## src/rtl/fifo_flow_ctrl_fsm.sv

```systemverilog
// fifo_flow_ctrl_fsm
// Supervises NCH FIFO channels from their occupancy counts. Per channel it
// derives a backpressure bit (pause) from programmable almost-full /
// almost-empty thresholds with hysteresis. It also latches sticky overflow
// flags and reports a global state code.
//
// Ports:
//   clk          rising-edge clock
//   reset        synchronous, active-high
//   init         configuration request; thresholds are sampled while in INIT
//   umbral_af_in almost-full threshold candidate
//   umbral_ae_in almost-empty threshold candidate
//   fifo_count   per-channel occupancy, channel i at [i*CNT_W +: CNT_W]
//   fifo_full    per-channel full flags
//   fifo_empty   per-channel empty flags
//   state        0 RESET, 1 INIT, 2 IDLE, 3 ACTIVE, 4 ERROR
//   pause        per-channel backpressure (registered)
//   error_full   sticky per-channel overflow flags (registered)
//   cfg_err      last configuration was rejected and defaults were loaded
//   idle         high exactly when state==IDLE
//   stall_to     (FIFO_FLOW_STALL_TIMEOUT_EN only) sticky per-channel stall timeout
//
// Optional feature macro: FIFO_FLOW_STALL_TIMEOUT_EN adds the TIMEOUT parameter
// and the stall_to output. When a channel stays paused in ACTIVE for TIMEOUT
// cycles, its stall_to bit is set and the FSM enters ERROR.
module fifo_flow_ctrl_fsm #(
  parameter int NCH        = 4,
  parameter int CNT_W      = 3,
  parameter int AF_DEFAULT = 6,
  parameter int AE_DEFAULT = 1
`ifdef FIFO_FLOW_STALL_TIMEOUT_EN
  ,
  parameter int TIMEOUT    = 16
`endif
) (
  input  logic               clk,
  input  logic               reset,
  input  logic               init,
  input  logic [CNT_W-1:0]   umbral_af_in,
  input  logic [CNT_W-1:0]   umbral_ae_in,
  input  logic [NCH*CNT_W-1:0] fifo_count,
  input  logic [NCH-1:0]     fifo_full,
  input  logic [NCH-1:0]     fifo_empty,
  output logic [2:0]         state,
  output logic [NCH-1:0]     pause,
  output logic [NCH-1:0]     error_full,
  output logic               cfg_err,
`ifdef FIFO_FLOW_STALL_TIMEOUT_EN
  output logic [NCH-1:0]     stall_to,
`endif
  output logic               idle
);

  localparam logic [2:0] S_RESET  = 3'd0;
  localparam logic [2:0] S_INIT   = 3'd1;
  localparam logic [2:0] S_IDLE   = 3'd2;
  localparam logic [2:0] S_ACTIVE = 3'd3;
  localparam logic [2:0] S_ERROR  = 3'd4;

  localparam logic [CNT_W-1:0] AF_DEF = CNT_W'(AF_DEFAULT);
  localparam logic [CNT_W-1:0] AE_DEF = CNT_W'(AE_DEFAULT);

  logic [2:0]       state_reg, state_next;
  logic [NCH-1:0]   pause_reg, pause_next;
  logic [NCH-1:0]   error_full_reg, error_full_next;
  logic             cfg_err_reg, cfg_err_next;
  logic             idle_reg, idle_next;
  logic [CNT_W-1:0] af_reg, af_next;
  logic [CNT_W-1:0] ae_reg, ae_next;
  logic [CNT_W-1:0] cand_af_reg, cand_af_next;
  logic [CNT_W-1:0] cand_ae_reg, cand_ae_next;
  logic             sampled_reg, sampled_next;

  logic [NCH-1:0]   hyst;        // hysteresis result per channel
  logic             any_full;
  logic             any_busy;
  logic             stall_any;
  logic             in_run;      // IDLE or ACTIVE

  assign any_full = |fifo_full;
  assign any_busy = |(~fifo_empty);
  assign in_run   = (state_reg == S_IDLE) || (state_reg == S_ACTIVE);

  // Per-channel hysteresis: set at/above af, clear at/below ae, else hold.
  // Set wins if both conditions are met at once.
  genvar gi;
  generate
    for (gi = 0; gi < NCH; gi++) begin : g_hyst
      logic [CNT_W-1:0] cnt_ch;
      assign cnt_ch = fifo_count[gi*CNT_W +: CNT_W];
      assign hyst[gi] = (cnt_ch >= af_reg) ? 1'b1 :
                        (cnt_ch <= ae_reg) ? 1'b0 : pause_reg[gi];
    end
  endgenerate

`ifdef FIFO_FLOW_STALL_TIMEOUT_EN
  localparam int TO_W = $clog2(TIMEOUT + 1);
  logic [NCH-1:0] stall_hit;
  logic [NCH-1:0] stall_to_reg;

  generate
    for (gi = 0; gi < NCH; gi++) begin : g_stall
      logic [TO_W-1:0] to_cnt_reg;
      // The edge that would bring the count to TIMEOUT is the timeout edge.
      assign stall_hit[gi] = (state_reg == S_ACTIVE) && pause_reg[gi] &&
                             (to_cnt_reg == TO_W'(TIMEOUT - 1));
      always_ff @(posedge clk) begin
        if (reset)
          to_cnt_reg <= '0;
        else if (!pause_reg[gi])
          to_cnt_reg <= '0;
        else if (state_reg == S_ACTIVE && !stall_hit[gi])
          to_cnt_reg <= to_cnt_reg + 1'b1;
      end
    end
  endgenerate

  always_ff @(posedge clk) begin
    if (reset)
      stall_to_reg <= '0;
    else
      stall_to_reg <= stall_to_reg | stall_hit;
  end

  assign stall_any = |stall_hit;
  assign stall_to  = stall_to_reg;
`else
  assign stall_any = 1'b0;
`endif

  // State register and all registered outputs
  always_ff @(posedge clk) begin
    if (reset) begin
      state_reg      <= S_RESET;
      pause_reg      <= '0;
      error_full_reg <= '0;
      cfg_err_reg    <= 1'b0;
      idle_reg       <= 1'b0;
      af_reg         <= AF_DEF;
      ae_reg         <= AE_DEF;
      cand_af_reg    <= AF_DEF;
      cand_ae_reg    <= AE_DEF;
      sampled_reg    <= 1'b0;
    end else begin
      state_reg      <= state_next;
      pause_reg      <= pause_next;
      error_full_reg <= error_full_next;
      cfg_err_reg    <= cfg_err_next;
      idle_reg       <= idle_next;
      af_reg         <= af_next;
      ae_reg         <= ae_next;
      cand_af_reg    <= cand_af_next;
      cand_ae_reg    <= cand_ae_next;
      sampled_reg    <= sampled_next;
    end
  end

  // Next-state logic
  always_comb begin
    state_next = state_reg;
    case (state_reg)
      S_RESET: state_next = S_INIT;
      S_INIT:  if (!init) state_next = S_IDLE;
      S_IDLE, S_ACTIVE: begin
        // full (or a stall timeout) beats init; IDLE and ACTIVE share the rule
        if (any_full || stall_any) state_next = S_ERROR;
        else if (init)             state_next = S_INIT;
        else if (any_busy)         state_next = S_ACTIVE;
        else                       state_next = S_IDLE;
      end
      S_ERROR: state_next = S_ERROR;
      default: state_next = S_RESET;
    endcase
  end

  // Output / datapath next values
  always_comb begin
    pause_next      = '0;
    error_full_next = error_full_reg;
    cfg_err_next    = cfg_err_reg;
    af_next         = af_reg;
    ae_next         = ae_reg;
    cand_af_next    = cand_af_reg;
    cand_ae_next    = cand_ae_reg;
    sampled_next    = sampled_reg;
    idle_next       = (state_next == S_IDLE);

    if (in_run || state_reg == S_ERROR)
      error_full_next = error_full_reg | fifo_full;

    if (state_next == S_ERROR)
      pause_next = '1;
    else if (in_run && (state_next == S_IDLE || state_next == S_ACTIVE))
      pause_next = hyst;

    if (state_reg == S_INIT) begin
      if (init) begin
        cand_af_next = umbral_af_in;
        cand_ae_next = umbral_ae_in;
        sampled_next = 1'b1;
      end else if (sampled_reg) begin
        // Commit on leaving INIT; an inverted window falls back to defaults.
        sampled_next = 1'b0;
        if (cand_ae_reg >= cand_af_reg) begin
          af_next      = AF_DEF;
          ae_next      = AE_DEF;
          cfg_err_next = 1'b1;
        end else begin
          af_next      = cand_af_reg;
          ae_next      = cand_ae_reg;
          cfg_err_next = 1'b0;
        end
      end
    end
  end

  assign state      = state_reg;
  assign pause      = pause_reg;
  assign error_full = error_full_reg;
  assign cfg_err    = cfg_err_reg;
  assign idle       = idle_reg;

endmodule

```

## config.mk

```make
export PLATFORM = sky130hd
export DESIGN_NAME = fifo_flow_ctrl_fsm
export DESIGN_NICKNAME = d
export VERILOG_FILES = /design/src/rtl/fifo_flow_ctrl_fsm.sv
export SDC_FILE = /design/constraint.sdc
export NUM_CORES = 1
export LEC_CHECK = 0
export CORE_UTILIZATION = 45
export DETAILED_ROUTE_END_ITERATION = 10
export GPL_ROUTABILITY_DRIVEN = 0
export PLACE_DENSITY = 0.81
export SYNTH_ARGS = -nofsm -noshare
export SYNTH_HDL_FRONTEND = slang
export SYNTH_SLANG_ARGS = --single-unit
```

## constraint.sdc

```tcl
create_clock -name clk -period 2.8 [get_ports clk]
set_input_delay 0.56 -clock clk [delete_from_list [all_inputs] [get_ports clk]]
set_output_delay 0.56 -clock clk [all_outputs]
set_load 0.01 [all_outputs]
```

==> results.md, run 1 <==
* Status: completed
* Core area at roughly 0.0034 mm²
* Flop pwr share at between 50% and 60%
* DIE HEIGHT at a little over 60 µm
* Crit-path slowest cell: clkdlybuf4s50_1
* Worst setup EP type: register
* Hold Violations, Final at 0
* PortBufs at around 40
* Largest net degree at the start of global routing at 19
* Sequential fraction of the synthesis area at 32.70%
* Clock Path Buffers at 2
* DRT antenna net count at 0
* Root buf cell: clkbuf_4
* Worst EP arrival at 2.22 ns
* Switch share at around a quarter
* FF-to-FF path depth at 7
* Fin Hold WS at between 0.4 and 0.5 ns
* Mapped Cells at 176
* Number of global-route vias before repair at 1,173
* Final Max Tran Viols at 0
* Combinational group share of total power at 24.6%
* Maxcap violations at 0
* Hold Path End: sampled_reg$_SDFFE_PP0P_
* Vias per inst at 5.208
* Clock power share at approximately a fifth
* Worst hold path type: register to register
* Largest stage delay on the critical path at 0.44 ns
* H-tree depth at 1
* Fin crit share at 70.42%
* Latest clock arrival within the worst-skew pair at 0.31 ns
* Max_slew headroom at 74.29%
* Number of top-level pins at 42
* Worst vdd ir at 0.0003286 V
* Die width at roughly 60 µm
* HPWL Detailed at 2.519 mm
* WL final at 3.096 mm
* # clock sinks at 26
* Total GRT Usage at 17.03%
* HP Start: sampled_reg$_SDFFE_PP0P_
* Grt total ovfl at 0
* Die ar. at 0.003779 mm²
* Hold Buf Count CTS at 0
* Fill cells at 318
* Vias at 1,375
* Clk pin slew, worst setup/hold paths at about 0.12 ns
* Critical Path Source Type: input port
* # resized after CTS at 0
* Pint at 0.0005389 W
* Syn. warnings at 0
* Postcts setup bufs at 0
* Row count at 21
* Reg2reg setup slack at 1.04 ns
* Synth unique cells at 32
* DRC viols at 0
* Min-Delay Path Depth at 2
* R2r endpoint: ae_reg[1]$_SDFFE_PP0P_
* Setup TNS at 0 ns
* Syn Nets at 232
* Routed len/inst at 11.73 µm
* Initial Util at roughly 47%
* First-pass GRT wire length at slightly below 5 mm
* Critical Path Start: fifo_count[10]
* Layout area overhead at 31.05%
* TritonRoute pass-1 iters at 4
* Antenna violations before repair at 0
* Crit path required time at 3.05 ns
* Fraction of layout cells with a size suffix above 1 at 7.339%
* TritonCTS buffer count at 3
* Critical R2R Launch: state[0]$_SDFF_PP0_
* Fmax at 0.5072 GHz
* Final setup violation count at 0
* Commonest non-fill, non-tap cell in the layout: clkdlybuf4s50_1
* Seq cells post-synth at 26
* Setup CP Type: input port to register
* Commonest cells after routing, fill and taps aside: clkdlybuf4s50_1, ha_1, dfxtp_1
* CTS tree: done
* RSZ-0062 raised after global routing: false
* Synth Area per Inst at 9.043 µm²
* Worst Max-Slew Pin Slew at about 0.38 ns
* Crit path cell chain: clkdlybuf4s50_1, ha_1, nor2b_1, o21ai_0, a32oi_1, mux2_2, a21oi_1
* P per Cell Area at ~350 mW/mm²
* Final #Nets at 276
* Net switching power figure at 0.0001882 W
* Critical path peak fanout at 2
* Min Tclk post-route at 1.972 ns
* Antenna diode count at 0
* Mapped cell area at 0.001592 mm²
* Setup clock skew after layout at 0.004545 ns
* Initial drt markers at 22
* Leakage power at 0.9372 nW
## critical path, delay by kind of cell
| family | cells | cell delay [ns] |
|---|---|---|
| fa+ha+maj | 1 | 0.30 |
| simple gates | 1 | 0.12 |
| mux | 1 | 0.37 |
| buf+inv | 1 | 0.44 |
| compound gates | 3 | 0.44 |
## logic make-up after synthesis
kind of cell    after synthesis  synth area share (%)
buf+inv                      21                 5.188
fa+ha+maj                    27                 21.23
simple gates                 51                 18.08
flops                        26                 32.70
mux                           8                 5.346
compound gates               43                 17.45
## synthesized netlist by cell type
| cell | instances | area, µm² |
|---|---|---|
| a21oi_1 | 21 | 105.1 |
| nor4_1 | 4 | 25.02 |
| nor2_1 | 14 | 52.55 |
| mux2i_1 | 4 | 40.04 |
| a32oi_1 | 4 | 35.03 |
| or2_1 | 1 | 6.260 |
| or4_4 | 1 | 11.26 |
| o211ai_1 | 3 | 22.52 |
| a221oi_2 | 1 | 15.01 |
| nor3_1 | 1 | 5.000 |
| nand2b_1 | 8 | 50.05 |
| o21bai_1 | 1 | 7.510 |
| a211oi_1 | 1 | 7.510 |
| a311o_1 | 3 | 30.03 |
| nor3b_1 | 1 | 7.510 |
| a21o_1 | 4 | 30.03 |
| nor2b_1 | 6 | 37.54 |
| dfxtp_1 | 26 | 520.5 |
| nand2_1 | 7 | 26.28 |
| o21ai_1 | 1 | 5.000 |
| o21ai_0 | 4 | 20.02 |
| nand3_1 | 3 | 15.01 |
| nor4_2 | 2 | 25.02 |
| buf_2 | 2 | 10.01 |
| clkbuf_2 | 1 | 5.000 |
| mux2_2 | 4 | 45.04 |
| nor3b_2 | 1 | 12.51 |
| inv_1 | 15 | 56.30 |
| nand4_1 | 1 | 6.260 |
| ha_1 | 27 | 337.8 |
| nand3b_1 | 1 | 7.510 |
| clkbuf_1 | 3 | 11.26 |
## metal layers
layer | vias up | track usage (%) | share of wire [%]
met5 | - | 0 | 0
met4 | 0 | 4.762 | 0.74
met3 | 4 | 2.311 | 5.7
met2 | 38 | 29.66 | 44
met1 | 610 | 22.08 | 50
li1 | 723 | - | -
## metrics by stage
step	utilization, %	worst slack (ns)	instances	power, W	cell area [µm²]
2_1_floorplan	-	1.122	176	0.0005026	1592
3_3_place_gp	61.35	0.5335	261	0.0005830	2063
3_5_place_dp	61.35	0.5038	261	0.0005861	2063
4_1_cts	62.02	0.8244	264	0.0007371	2086
5_1_grt	62.02	0.7461	264	0.0007714	2086
6_report	62.02	0.8283	264	0.0007271	2086
## power by group through the flow
stage / registers, W / logic [W] / clock network [W]
3_3_place_gp: 0.000406 / 0.000177 / 0
3_5_place_dp: 0.000406 / 0.000180 / 0
6_report: 0.000398 / 0.000179 / 0.000150
5_1_grt: 0.000401 / 0.000201 / 0.000169
4_1_cts: 0.000398 / 0.000181 / 0.000158
2_1_floorplan: 0.000408 / 0.0000945 / 0
## final cells by class
cell class | instances | area, µm² | share of cell area [%]
Timing Repair Buffer | 45 | 440.4 | 21.12
Inverter | 15 | 56.30 | 2.699
Sequential cell | 26 | 520.5 | 24.96
Clock buffer | 3 | 22.52 | 1.080
Multi-Input combinational cell | 129 | 988.4 | 47.39
Tap cell | 46 | 57.56 | 2.759
## worst max path at each step
stage	slack [ns]	to
final	0.83	pause[3]$_SDFFE_PP0P_
after global routing	0.75	pause[3]$_SDFFE_PP0P_
after CTS	0.82	pause[3]$_SDFFE_PP0P_
after detailed placement	0.50	pause[3]$_SDFFE_PP0P_
after global placement	0.53	pause[3]$_SDFFE_PP0P_
after floorplan	1.12	pause[0]$_SDFFE_PP0P_
Note: power is estimated with default switching activity, not from simulation.
==> run 2, diff against run 1 <==
--- a/config.mk
+++ b/config.mk
@@ -5,10 +5,10 @@
 export SDC_FILE = /design/constraint.sdc
 export NUM_CORES = 1
 export LEC_CHECK = 0
-export CORE_UTILIZATION = 45
+export CORE_UTILIZATION = 44
 export DETAILED_ROUTE_END_ITERATION = 10
 export GPL_ROUTABILITY_DRIVEN = 0
-export PLACE_DENSITY = 0.81
+export PLACE_DENSITY = 0.82
 export SYNTH_ARGS = -nofsm -noshare
 export SYNTH_HDL_FRONTEND = slang
 export SYNTH_SLANG_ARGS = --single-unit
==> constraint.sdc (replaced) <==
create_clock -name clk -period 1.8 [get_ports clk]
set_input_delay 0.36 -clock clk [delete_from_list [all_inputs] [get_ports clk]]
set_output_delay 0.36 -clock clk [all_outputs]
set_load 0.01 [all_outputs]
==> run 2 against run 1 <==
Effect of this change: die area is 2.2% higher; setup slack got worse by 0.76 ns; non-clock buffer count rose by 14; largest power group unchanged; highest routed layer unchanged; first-iteration DRC count is 41% higher.
==> results.md, run 2 (synthesis gave the netlist of run 1 again) <==
* Fin crit share at 96.34%
* Critical Path End: pause[0]$_SDFFE_PP0P_
* R2r endpoint: pause[3]$_SDFFE_PP0P_
* Critical Path Source Type: input port
* Largest net degree at the start of global routing at 15 (-4)
* Crit path cell chain: clkdlybuf4s50_1, or4_4, nor4_1, mux2_2, a21oi_1
* Fill cells at 273 (-14%)
* Fmax at 0.5767 GHz
* # clock sinks at 26 (unchanged)
* Hold Violations, Final at 0 (unchanged)
* Area of the multi-input gates at 0.001022 mm² (+3.4%)
* Worst EP arrival at 1.98 ns (-0.24 ns)
* Maxcap violations at 0 (unchanged)
* Row count at 21 (unchanged)
* Commonest non-fill, non-tap cell in the layout: clkdlybuf4s50_1
* DRC viols at 0 (unchanged)
* TritonRoute pass-1 iters at 4 (unchanged)
* Leakage power at 1.035 nW (+10%)
* TritonCTS buffer count at 3 (unchanged)
* Final Max Tran Viols at 0 (unchanged)
* Core area at 0.003390 mm² (+0.78%)
* Setup clock skew after layout at 0.006188 ns (+0.001644 ns)
* Uppermost layer routed: met4
* Largest stage delay on the critical path at 0.59 ns (+0.15 ns)
* Critical path peak fanout at 4 (+2)
* Reg2reg setup slack at 0.12 ns (-0.92 ns)
* CTS tree: done
* Worst setup EP type: register
* H-tree depth at 1 (unchanged)
* Crit-path slowest cell: or4_4
* Status: completed
* Routed wl met3 at 135 µm (-24%)
* Routed len/inst at 12.52 µm (+6.8%)
* Antenna diode count at 0 (unchanged)
* Worst Max-Slew Pin Slew at 0.3282 ns (-0.05428 ns)
* First-pass GRT wire length at 6.009 mm (+24%)
* FF-to-FF path depth at 7 (unchanged)
* Final #Nets at 290 (+5.1%)
* Max_slew headroom at 77.94% (+3.6 points)
* Vias at 1,448 (+5.3%)
* Fraction of layout cells with a size suffix above 1 at 17.17% (+9.8 points)
* WL met1 at 1.612 mm (+5.0%)
* P per Cell Area at 549.2 mW/mm² (+58%)
* Crit path required time at 2.04 ns (-1.01 ns)
* DRT antenna net count at 0 (unchanged)
* Min Tclk post-route at 1.734 ns
* Reg area at 524.3 µm² (+0.72%)
* Clock Path Buffers at 2 (unchanged)
* Antenna violations before repair at 0 (unchanged)
* Commonest cells after routing, fill and taps aside: clkdlybuf4s50_1, ha_1, dfxtp_1
* HPWL Detailed at 2.797 mm (+11%)
* Grt total ovfl at 0 (unchanged)
* Fin Hold WS at 0.4874 ns (+0.003485 ns)
* Initial Util at 46.95% (-0.37 points)
* Worst hold path type: register to register
* Latest clock arrival within the worst-skew pair at 0.33 ns (+0.02 ns)
* Hold Buf Count CTS at 0 (unchanged)
* Final setup violation count at 0 (unchanged)
* Die width at 62.14 µm (+1.1%)
* Worst vdd ir at 0.0004464 V (+36%)
* Met2 WL at 1.698 mm (+25%)
* Postcts setup bufs at 0 (unchanged)
* DIE HEIGHT at 62.14 µm (+1.1%)
* Total GRT Usage at 18.98% (+1.9 points)
* Clk pin slew, worst setup/hold paths at 0.14 ns (+0.02 ns)
* Setup CP Type: input port to register
* Number of global-route vias before repair at 1,436 (+22%)
* Layout area overhead at 41.20%
* Vias per inst at 5.190 (-0.35%)
* Root buf cell: clkbuf_4
* Critical R2R Launch: ae_reg[1]$_SDFFE_PP0P_
* WL final at 3.494 mm (+13%)
* Initial drt markers at 31 (+41%)
* # placed instances at 275 (+5.4%)
* Die ar. at 0.003861 mm² (+2.2%)
* Critical Path Start: fifo_full[0]
* Fin cells at 279 (+5.7%)
* PortBufs at 41 (unchanged)
* Number of top-level pins at 42 (unchanged)
## run 2: changes by cell type in the layout (fill, tap and decap cells not counted), sizes merged
cell,previous run,this run
buf,4,18
clkbuf,3,4
clkdlybuf4s50,41,39
dlymetal6s2s,0,2
## run 2: metal layers
| layer | vias to the layer above | global-route usage, % |
|---|---|---|
| li1 | 750 | - |
| met1 | 664 | 22.99 |
| met2 | 29 | 34.34 |
| met3 | 5 | 2.574 |
| met4 | 0 | 6.105 |
| met5 | - | 0 |
## run 2: power breakdown
part           internal, W  switching, W  total [W]
sequential        0.000601     0.0000193   0.000621
combinational     0.000182      0.000129   0.000311
clock             0.000124      0.000178   0.000302
## run 2: how the worst min path moves through the flow
stage	from	cells past startpoint	slack (ns)	endpoint
after CTS	sampled_reg$_SDFFE_PP0P_	2	0.49	sampled_reg$_SDFFE_PP0P_
final	sampled_reg$_SDFFE_PP0P_	2	0.49	sampled_reg$_SDFFE_PP0P_
after global routing	error_full[3]$_SDFFE_PP0P_	2	0.52	error_full[3]$_SDFFE_PP0P_
after detailed placement	error_full[0]$_SDFFE_PP0P_	2	0.46	error_full[0]$_SDFFE_PP0P_
after global placement	af_reg[2]$_SDFFE_PP1P_	2	0.46	af_reg[2]$_SDFFE_PP1P_
after floorplan	af_reg[1]$_SDFFE_PP1P_	2	0.44	af_reg[1]$_SDFFE_PP1P_
## run 2: layout make-up
class | count | share of cell area [%]
tap | 46 | 2.561
sequential | 26 | 23.33
multi-input combinational | 129 | 45.49
inverter | 15 | 2.506
clock buffer | 4 | 1.615
timing repair buffer | 59 | 24.50
## run 2: worst max-delay path, delay by kind of cell
family                 cells  cell delay (ns)
and+or+nand+nor            2             0.89
buffers and inverters      1             0.46
muxes                      1             0.21
AOI/OAI and AO/OA          1             0.05
## run 2: timing repair
item / 4_1_cts / 5_1_grt
hold endpoints to repair: 0 / 0
endpoints found under the setup margin: 0 / 5
resized for setup: 0 / 11
## run 2: metrics by stage
stage / util, % / power, W / instance area (µm²) / setup WS (ns) / setup TNS (ns)
final: 66.30 / 0.001234 / 2247 / 0.06590 / 0
after global routing: 66.30 / 0.001312 / 2247 / -0.002486 / -0.002486
after CTS: 65.04 / 0.001239 / 2205 / 0.01457 / 0
after detailed placement: 63.97 / 0.0009384 / 2168 / -0.2844 / -1.456
after global placement: 63.97 / 0.0009288 / 2168 / -0.2521 / -1.203
after floorplan: - / 0.0007817 / 1592 / 0.2960 / 0
